## config.mk

```make
export PLATFORM = sky130hd
export DESIGN_NAME = board_input_debouncer
export DESIGN_NICKNAME = d
export VERILOG_FILES = /design/src/rtl/board_input_debouncer.sv
export SDC_FILE = /design/constraint.sdc
export NUM_CORES = 1
export LEC_CHECK = 0
export BUFFER_PORTS_ARGS = -buffer_cell sky130_fd_sc_hd__buf_4
export CORE_UTILIZATION = 43
export CTS_BUF_LIST = sky130_fd_sc_hd__clkbuf_4 sky130_fd_sc_hd__clkbuf_8 sky130_fd_sc_hd__clkbuf_16
export CTS_CLUSTER_SIZE = 28
export DETAILED_ROUTE_END_ITERATION = 12
export GPL_TIMING_DRIVEN = 1
export PLACE_DENSITY = 0.57
export SLEW_MARGIN = 30
export SYNTH_ARGS = -nofsm -noshare
export SYNTH_HDL_FRONTEND = slang
export SYNTH_SLANG_ARGS = --single-unit
```

## constraint.sdc

```tcl
create_clock -name clock -period 2.2 [get_ports clock]
set_input_delay 0.11 -clock clock [delete_from_list [all_inputs] [get_ports clock]]
set_output_delay 0.11 -clock clock [all_outputs]
set_load 0.005 [all_outputs]
```

## src/rtl/board_input_debouncer.sv

```systemverilog
// rtl/board_input_debouncer.sv - multi-channel synchroniser, debouncer and edge-pulse generator
// Optional per-channel press toggle enabled by BOARD_INPUT_DEBOUNCER_TOGGLE_EN.
module board_input_debouncer #(
  parameter int                   CHANNELS      = 4,
  parameter int                   STABLE_CYCLES = 500000,
  parameter logic [CHANNELS-1:0]  RESET_VALUE   = {CHANNELS{1'b0}}
) (
  input  logic                clock,
  input  logic                reset_n,
  input  logic [CHANNELS-1:0] raw_in,
  output logic [CHANNELS-1:0] debounced,
  output logic [CHANNELS-1:0] rise_pulse,
  output logic [CHANNELS-1:0] fall_pulse,
  output logic                any_change,
  output logic [CHANNELS-1:0] toggled
);

  localparam int CW = $clog2(STABLE_CYCLES + 1);
  localparam logic [CW-1:0] LAST = CW'(STABLE_CYCLES - 1);

  logic [CHANNELS-1:0] sync1;
  logic [CHANNELS-1:0] sync2;
  logic [CW-1:0]       count [CHANNELS];
  logic [CHANNELS-1:0] expire;

  // A channel commits its new level on the edge its counter has seen it differ long enough.
  always_comb begin
    expire = '0;
    for (int i = 0; i < CHANNELS; i++) begin
      expire[i] = (sync2[i] != debounced[i]) && (count[i] == LAST);
    end
  end

  always_ff @(posedge clock) begin
    if (!reset_n) begin
      sync1      <= RESET_VALUE;
      sync2      <= RESET_VALUE;
      debounced  <= RESET_VALUE;
      rise_pulse <= '0;
      fall_pulse <= '0;
      any_change <= 1'b0;
      for (int i = 0; i < CHANNELS; i++) begin
        count[i] <= '0;
      end
    end else begin
      sync1      <= raw_in;
      sync2      <= sync1;
      rise_pulse <= expire & sync2;
      fall_pulse <= expire & ~sync2;
      any_change <= |expire;
      for (int i = 0; i < CHANNELS; i++) begin
        if (sync2[i] == debounced[i]) begin
          count[i] <= '0;
        end else if (expire[i]) begin
          debounced[i] <= sync2[i];
          count[i]     <= '0;
        end else begin
          count[i] <= count[i] + 1'b1;
        end
      end
    end
  end

`ifdef BOARD_INPUT_DEBOUNCER_TOGGLE_EN
  logic [CHANNELS-1:0] toggle_q;

  always_ff @(posedge clock) begin
    if (!reset_n) begin
      toggle_q <= '0;
    end else begin
      toggle_q <= toggle_q ^ (expire & sync2);
    end
  end

  assign toggled = toggle_q;
`else
  assign toggled = {CHANNELS{1'b0}};
`endif

endmodule

```

Word-level counts from Yosys, hierarchy flattened:

Memory sizes are Yosys's and may differ from the RTL's.
Cells that the tools add are included.

* flip-flop bits (word level): 21
* memory bits (writable): 76
* input port bits: 6
* output and inout port bits: 17
* logic and storage cells: 111
* memories kept: 1

Memories
* count: depth 4, bits a word 19, rd ports 4, clocked after Yosys merged registers in 0, write ports 4, line 23 `logic [CW-1:0] count [CHANNELS];`

* add/subtract/negate cells: 4
* equal/unequal tests: 12
* muxes and demuxes: 57
* bitwise gates (word level): 19
* reduce and logical (&&, ||, !) cells: 9

Operator list (count)
* $mux 19: 12
* $add 19x1->19 const B: 4
* $eq 19x19->1 const B: 4
* $mux 1: 45
* $or 1x1->1: 12
* $and 4x4->4: 2
* $reduce_and 2->1: 4
* $eq 1x1->1: 4
* $logic_and 1x1->1: 4
* $ne 1x1->1: 4
* $not 1->1: 4
* $not 4->4: 1
* $reduce_or 4->1: 1

Depth between registers and ports, before layout:

Gate-level depths: netlist of the first run.
An unclocked memory read counts as a cell.

* depth after elaboration: 9
* mapped depth: 7
* gate-level depth less buffers: 5

Least setup slack after synthesis of the first run:

No wires, ideal clock.

* path type: reg2reg
* start point: mem count[1][6] (netlist bit)
* end point: mem count[1][12] (netlist bit) (data pin)
* library setup time: 0.254 ns
* arrival time: 1.969 ns
* data required time: 1.946 ns
* path slack: -0.024 ns
* cell stages (with the launch flop): 7
* path buffers: 2
* path through: edfxtp_1 -> or4_1 -> or4_1 -> buf_2 -> o21bai_4 -> buf_6 -> nor2_1

RTL lines (line)
* from (decl): 23

==> metrics, run 1 <==
HPWL Detailed 6820 um; Post-Route WL 9420 um; Main synth FF type edfxtp_1; setup TNS 0 ns; fmax around 0.48 GHz; Cell Area, Placed between 5000 and 6000 um^2; final critical-path required period 2.09 ns; Synth cell types 41; largest family of logic cells by synthesized area simple AND/OR/NAND/NOR gates; vias in the first global route between 3000 and 4000; cell count after synthesis 470; worst-case hold path end point debounced[0]$_SDFFE_PN0P_; Leakage between 2 and 2.5 nW; status complete, no violations; gr usage total 0.176; CTS sink cnt between 90 and 100; routed vias 3661; TritonCTS buffer count 9; Post-synth EDFFs 76; CP arrival around 2.3 ns; Yosys top cell area share 0.460; CP Launch Type register; layout cells sized above 1 0.124; Residual DRC 0; Antenna Nets Post-Route 0; GP Congestion a little under 0.8; Filler cells 1013; initial antenna violation count 0; Final #Nets approximately 610; reg2reg setup slack 0.11 ns; clock transition at the registers of the reported paths around 0.07 ns; Die Wd around 110 um; Cell Area, Synth about 5000 um^2; Starting Density 0.449; Max FO, Critical Path 5; Port Buf Inserts 18; Placeable Area between 10000 and 15000 um^2; Compound-Gate Fraction of Synth Area 0.0606; WL/cell between 10 and 15 um; r2r startpoint count[1][7]$_SDFFCE_PN0P_; unrepaired setup endpoints after global routing false; CTS tree built; area leader, netlist edfxtp_1; postcts setup bufs 0; Via density roughly 4.9; Area Growth Syn to Fin 23.4%; PwrDens between 600 and 700 nW/um^2; CP Data Required Time approximately 2.4 ns; Worst-Skew Late Latency approximately 0.35 ns; Setup violations, final 0; yosys warns 0; M3 GR Usage 0.0516; Critical Path End Type register; Bufs on Longest Clock Path 2; Post-Synth Simple-Gate Area 0.257; crit share post-route 0.949; IO Pins 23; Worst Clk Skew ~0.011 ns; xor/xnor cell area share of the yosys netlist 0.0972; GR Overflow Total 0; Final Max Tran Viols 0; GRT Max-Usage Layer met2; worst vdd ir between 600 and 700 uV; die area around 12000 um^2; met1 usage 0.225; worst-case reg-to-reg path depth 5; largest net degree at the start of global routing 20; Pwr Total 0.00392 W; Hold WC Path Type input pin to register; Hold Path Stages 2; Worst Hold Launch reset_n; Design Area, Final ~6100 um^2; async set or reset register ratio after synthesis 0; post-layout util 0.554; ant diodes 0; hold_ws between 0.1 and 0.15 ns; H-tree depth 3; r2r endpoint debounced[1]$_SDFFE_PN0P_; Die Y between 100 and 150 um; FP Rows 38; CTS Root Cell clkbuf_16; Hold Fails Final Rpt 0; adder-cell area share of the yosys netlist 0.0101; Pre-antenna DRT Iters 4; routing usage on met2 0.293; first-iteration detailed-routing DRC count approximately 140; Seq cells post-synth 97; sequential fraction of the synthesis area 0.545; most area-consuming cells after synthesis edfxtp_1, dfxtp_1, nor2_1, xor2_1, xnor2_1; first-pass GRT wire length roughly 16000 um; syn_area_per_cell ~11 um^2; max-cap check violation count 0; post-synthesis mux area share 0; CP startpoint count[1][7]$_SDFFCE_PN0P_; critical path class register to register
-- layout make-up --
class	count	area, um^2	share of cell area
well taps	140	175	0.0287
clock buffers	13	297	0.0485
flip-flops and latches	97	2700	0.442
repair buffers	53	445	0.0729
multi-input cells	420	2410	0.394
inverters	18	67.6	0.0111
clock inverters	3	18.8	0.00307
-- Yosys cell counts (15+ instances only) --
cell       n
nand2_1   23
or3_1     15
xor2_1    28
inv_1     18
edfxtp_1  76
nand4_1   21
dfxtp_1   21
xnor2_1   27
a21oi_1   19
nand3_1   30
nor2_1    68
-- per-stage QoR --
stage | cells | setup slack (ns)
after global routing | 744 | 0.00930
final | 744 | 0.113
after CTS | 744 | 0.0681
after global placement | 724 | 0.105
after detailed placement | 724 | 0.0753
after floorplan | 548 | -0.0155
-- metal layers --
layer / part of all wire / wire (um) / vias up
met2: 0.48 / 4570 / 41
met1: 0.47 / 4470 / 1709
li1: - / - / 1905
met5: 0 / 0 / -
met4: 0.010 / 95 / 0
met3: 0.030 / 286 / 6
-- registers in the layout, indices dropped and copies added, names as in the netlist --
register,flops
any_change,1
sync1,4
sync2,4
fall_pulse,4
count,76
rise_pulse,4
debounced,4
-- repair_timing --
action,in CTS,in global routing
setup endpoints to repair,0,18
endpoints found under the hold margin,4,0
resized for setup,0,1
hold buffers,4,0
-- cells by family (layout without fill, tap and decap cells) --
logic type                 after synthesis  after routing
AOI/OAI and AO/OA                       47             47
xor gates and xnor gates                55             55
adders and majority gates                4              4
buffers and inverters                   31             87
DFF                                     97             97
other                                    2             80
and+or+nand+nor                        234            234
-- critical path: stages, from the launching register on --
cell and delay [ns]:
edfxtp_1 0.37, or4bb_1 0.53, or4_4 0.58, buf_4 0.17
o21a_1 0.17, o21a_1 0.17
-- worst max-delay path by stage --
stage / end / slack (ns) / cells past startpoint
final: debounced[1]$_SDFFE_PN0P_ / 0.11 / 5
after global routing: count[1][7]$_SDFFCE_PN0P_ / 0.009 / 5
after CTS: debounced[1]$_SDFFE_PN0P_ / 0.07 / 5
after detailed placement: count[1][12]$_SDFFCE_PN0P_ / 0.08 / 5
after global placement: count[1][17]$_SDFFCE_PN0P_ / 0.11 / 5
after floorplan: count[1][16]$_SDFFCE_PN0P_ / -0.02 / 6
-- power breakdown --
part           leakage [nW]  internal, W  switching [W]  total, W
sequential            0.955      0.00204      0.0000600   0.00210
combinational          1.08    0.0000859       0.000109  0.000195
clock                 0.156     0.000948       0.000679   0.00163
total                  2.19      0.00307       0.000848   0.00392
-- cell usage in the layout, fill, tap and decap left out, types with 3 or more instances in the layout --
cell,instances
nor4b_1,6
or2_2,3
and3_1,3
a21oi_1,19
buf_12,3
inv_1,18
nor4_1,11
o21a_1,4
xnor2_1,27
o21ai_0,12
and2_1,10
buf_4,46
conb_1,80
or4_1,11
nor2_1,68
nand4_1,21
edfxtp_1,76
o31ai_1,7
nand2_1,23
nor3_1,11
or3_1,15
clkbuf_16,11
dlygate4sd3_1,4
dfxtp_1,21
ha_1,4
xor2_1,28
and4_1,10
nand3_1,30
nor3b_1,3
(Power assumes the default switching activity.)
==> inputs of run 2 (changes only) <==
--- a/config.mk
+++ b/config.mk
@@ -11,7 +11,7 @@
 export CTS_CLUSTER_SIZE = 28
 export DETAILED_ROUTE_END_ITERATION = 12
 export GPL_TIMING_DRIVEN = 1
-export PLACE_DENSITY = 0.57
+export PLACE_DENSITY = 0.55
 export SLEW_MARGIN = 30
 export SYNTH_ARGS = -nofsm -noshare
 export SYNTH_HDL_FRONTEND = slang
==> constraint.sdc (replaced) <==
create_clock -name clock -period 2.7 [get_ports clock]
set_input_delay 0.135 -clock clock [delete_from_list [all_inputs] [get_ports clock]]
set_output_delay 0.135 -clock clock [all_outputs]
set_load 0.005 [all_outputs]
==> metrics, run 2 (synthesized netlist as in run 1, its figures left out) <==
Die Y 109 um; r2r startpoint count[1][6]$_SDFFCE_PN0P_; Cell Count, Final, Fillers Out a little over 700; GP Congestion 0.804; WL/cell between 10 and 15 um; Placeable Area between 10000 and 15000 um^2; Cells after DPL between 600 and 700; largest net degree at the start of global routing 20; Multi-input gate area between 2000 and 2500 um^2; IO Pins 23; die area roughly 12000 um^2; Worst Clk Skew between 0.004 and 0.005 ns; crit share post-route 0.915; clock transition at the registers of the reported paths 0.06 ns; Filler cells between 1000 and 1500; CTS resizes 0; GR Overflow Total 0; Port Buf Inserts 18; gr usage total 0.165; Hold WC Path Type input pin to register; Leakage about 2.0 nW; Setup WS post-layout ~0.23 ns; CTS Root Cell clkbuf_16; CP Data Required Time about 2.8 ns; routed vias about 3500; initial antenna violation count 0; Area Growth Syn to Fin 17.4%; first-iteration detailed-routing DRC count approximately 160; HPWL Detailed around 6500 um; CTS sink cnt just under 100; Die Wd approximately 110 um; commonest non-fill, non-tap cell in the layout conb_1; PwrDens ~530 nW/um^2; met1 usage 0.231; ant diodes 0; CP arrival approximately 2.6 ns; H-tree depth 3; Hold Fails Final Rpt 0; first-pass GRT wire length ~15000 um; layout cells sized above 1 0.0817; CTS tree built; Worst-Skew Late Latency approximately 0.34 ns; Worst Hold Launch raw_in[0]; unrepaired setup endpoints after global routing false; Pre-antenna DRT Iters 4; M3 GR Usage 0.0314; max FFs per register 76; Post-Route WL between 9000 and 10000 um; Critical Path End Type register; final critical-path required period roughly 2.5 ns; Antenna Nets Post-Route 0; register area 2700 um^2; Via density ~4.9; CP startpoint count[1][6]$_SDFFCE_PN0P_; Bufs on Longest Clock Path 2; worst vdd ir approximately 250 uV; setup TNS 0 ns; most flop-heavy register count; most frequent cells in the layout conb_1, edfxtp_1, nor2_1; Starting Density 0.449; Max FO, Critical Path 17; Residual DRC 0; max-cap check violation count 0; Setup violations, final 0; GRT Max-Usage Layer met2; FP Rows 38; status complete, no violations; TritonCTS buffer count 9; pre-CTS setup slack slightly above 0.2 ns; routing usage on met2 0.248; critical path class register to register; postcts setup bufs 0; Final #Nets 580; vias in the first global route about 3200; fmax around 0.4 GHz; CP Launch Type register; Final Max Tran Viols 0
==> run 2: repair_timing <==
item | CTS | global route
hold buffers | 2 | 0
endpoints found under the hold margin | 2 | 0
endpoints found under the setup margin | 0 | 0
==> run 2: where the power goes <==
part | switching [W] | total [W] | internal (W)
logic | 0.0000715 | 0.000122 | 0.0000508
registers | 0.0000602 | 0.00172 | 0.00166
clock network | 0.000528 | 0.00122 | 0.000691
total | 0.000660 | 0.00307 | 0.00241
==> run 2: final timing paths <==
kind / to / slack, ns / depth (start not counted)
setup reg to reg: count[1][5]$_SDFFCE_PN0P_ / 0.23 / 4
setup / recovery: count[1][5]$_SDFFCE_PN0P_ / 0.23 / 4
hold / removal: sync1[0]$_SDFF_PN0_ / 0.02 / 2
hold reg to reg: sync2[3]$_SDFF_PN0_ / 0.43 / 1
==> run 2: final cells by class <==
| cell class | count | area share |
|---|---|---|
| Timing Repair Buffer | 24 | 0.0318 |
| Tap cell | 140 | 0.0301 |
| Sequential cell | 97 | 0.465 |
| Clock buffer | 13 | 0.0460 |
| Clock inverter | 3 | 0.00258 |
| Inverter | 18 | 0.0116 |
| Multi-Input combinational cell | 420 | 0.413 |
==> run 2: routing by layer <==
metal	wire, um	vias to the layer above	part of all wire
met2	3990	54	0.44
met3	238	14	0.026
met4	166	0	0.018
met1	4660	1622	0.51
li1	-	1846	-
met5	0	-	0
==> run 2: metrics by stage <==
| step | total power, W | hold slack (ns) | utilization | instance area [um^2] |
|---|---|---|---|---|
| after floorplan | 0.00184 | 0.262 | - | 5250 |
| after global placement | 0.00187 | 0.346 | 0.500 | 5510 |
| after detailed placement | 0.00187 | 0.351 | 0.500 | 5510 |
| after CTS | 0.00310 | 0.00158 | 0.527 | 5820 |
| after global routing | 0.00318 | 0.00932 | 0.527 | 5820 |
| final | 0.00307 | 0.0164 | 0.527 | 5820 |
==> run 2: worst max-delay path: stages (launching register included) <==
cell and delay [ns]:
edfxtp_1 0.47, or4_1 0.55, or4_1 0.66, o21bai_4 0.41, nor2_1 0.11
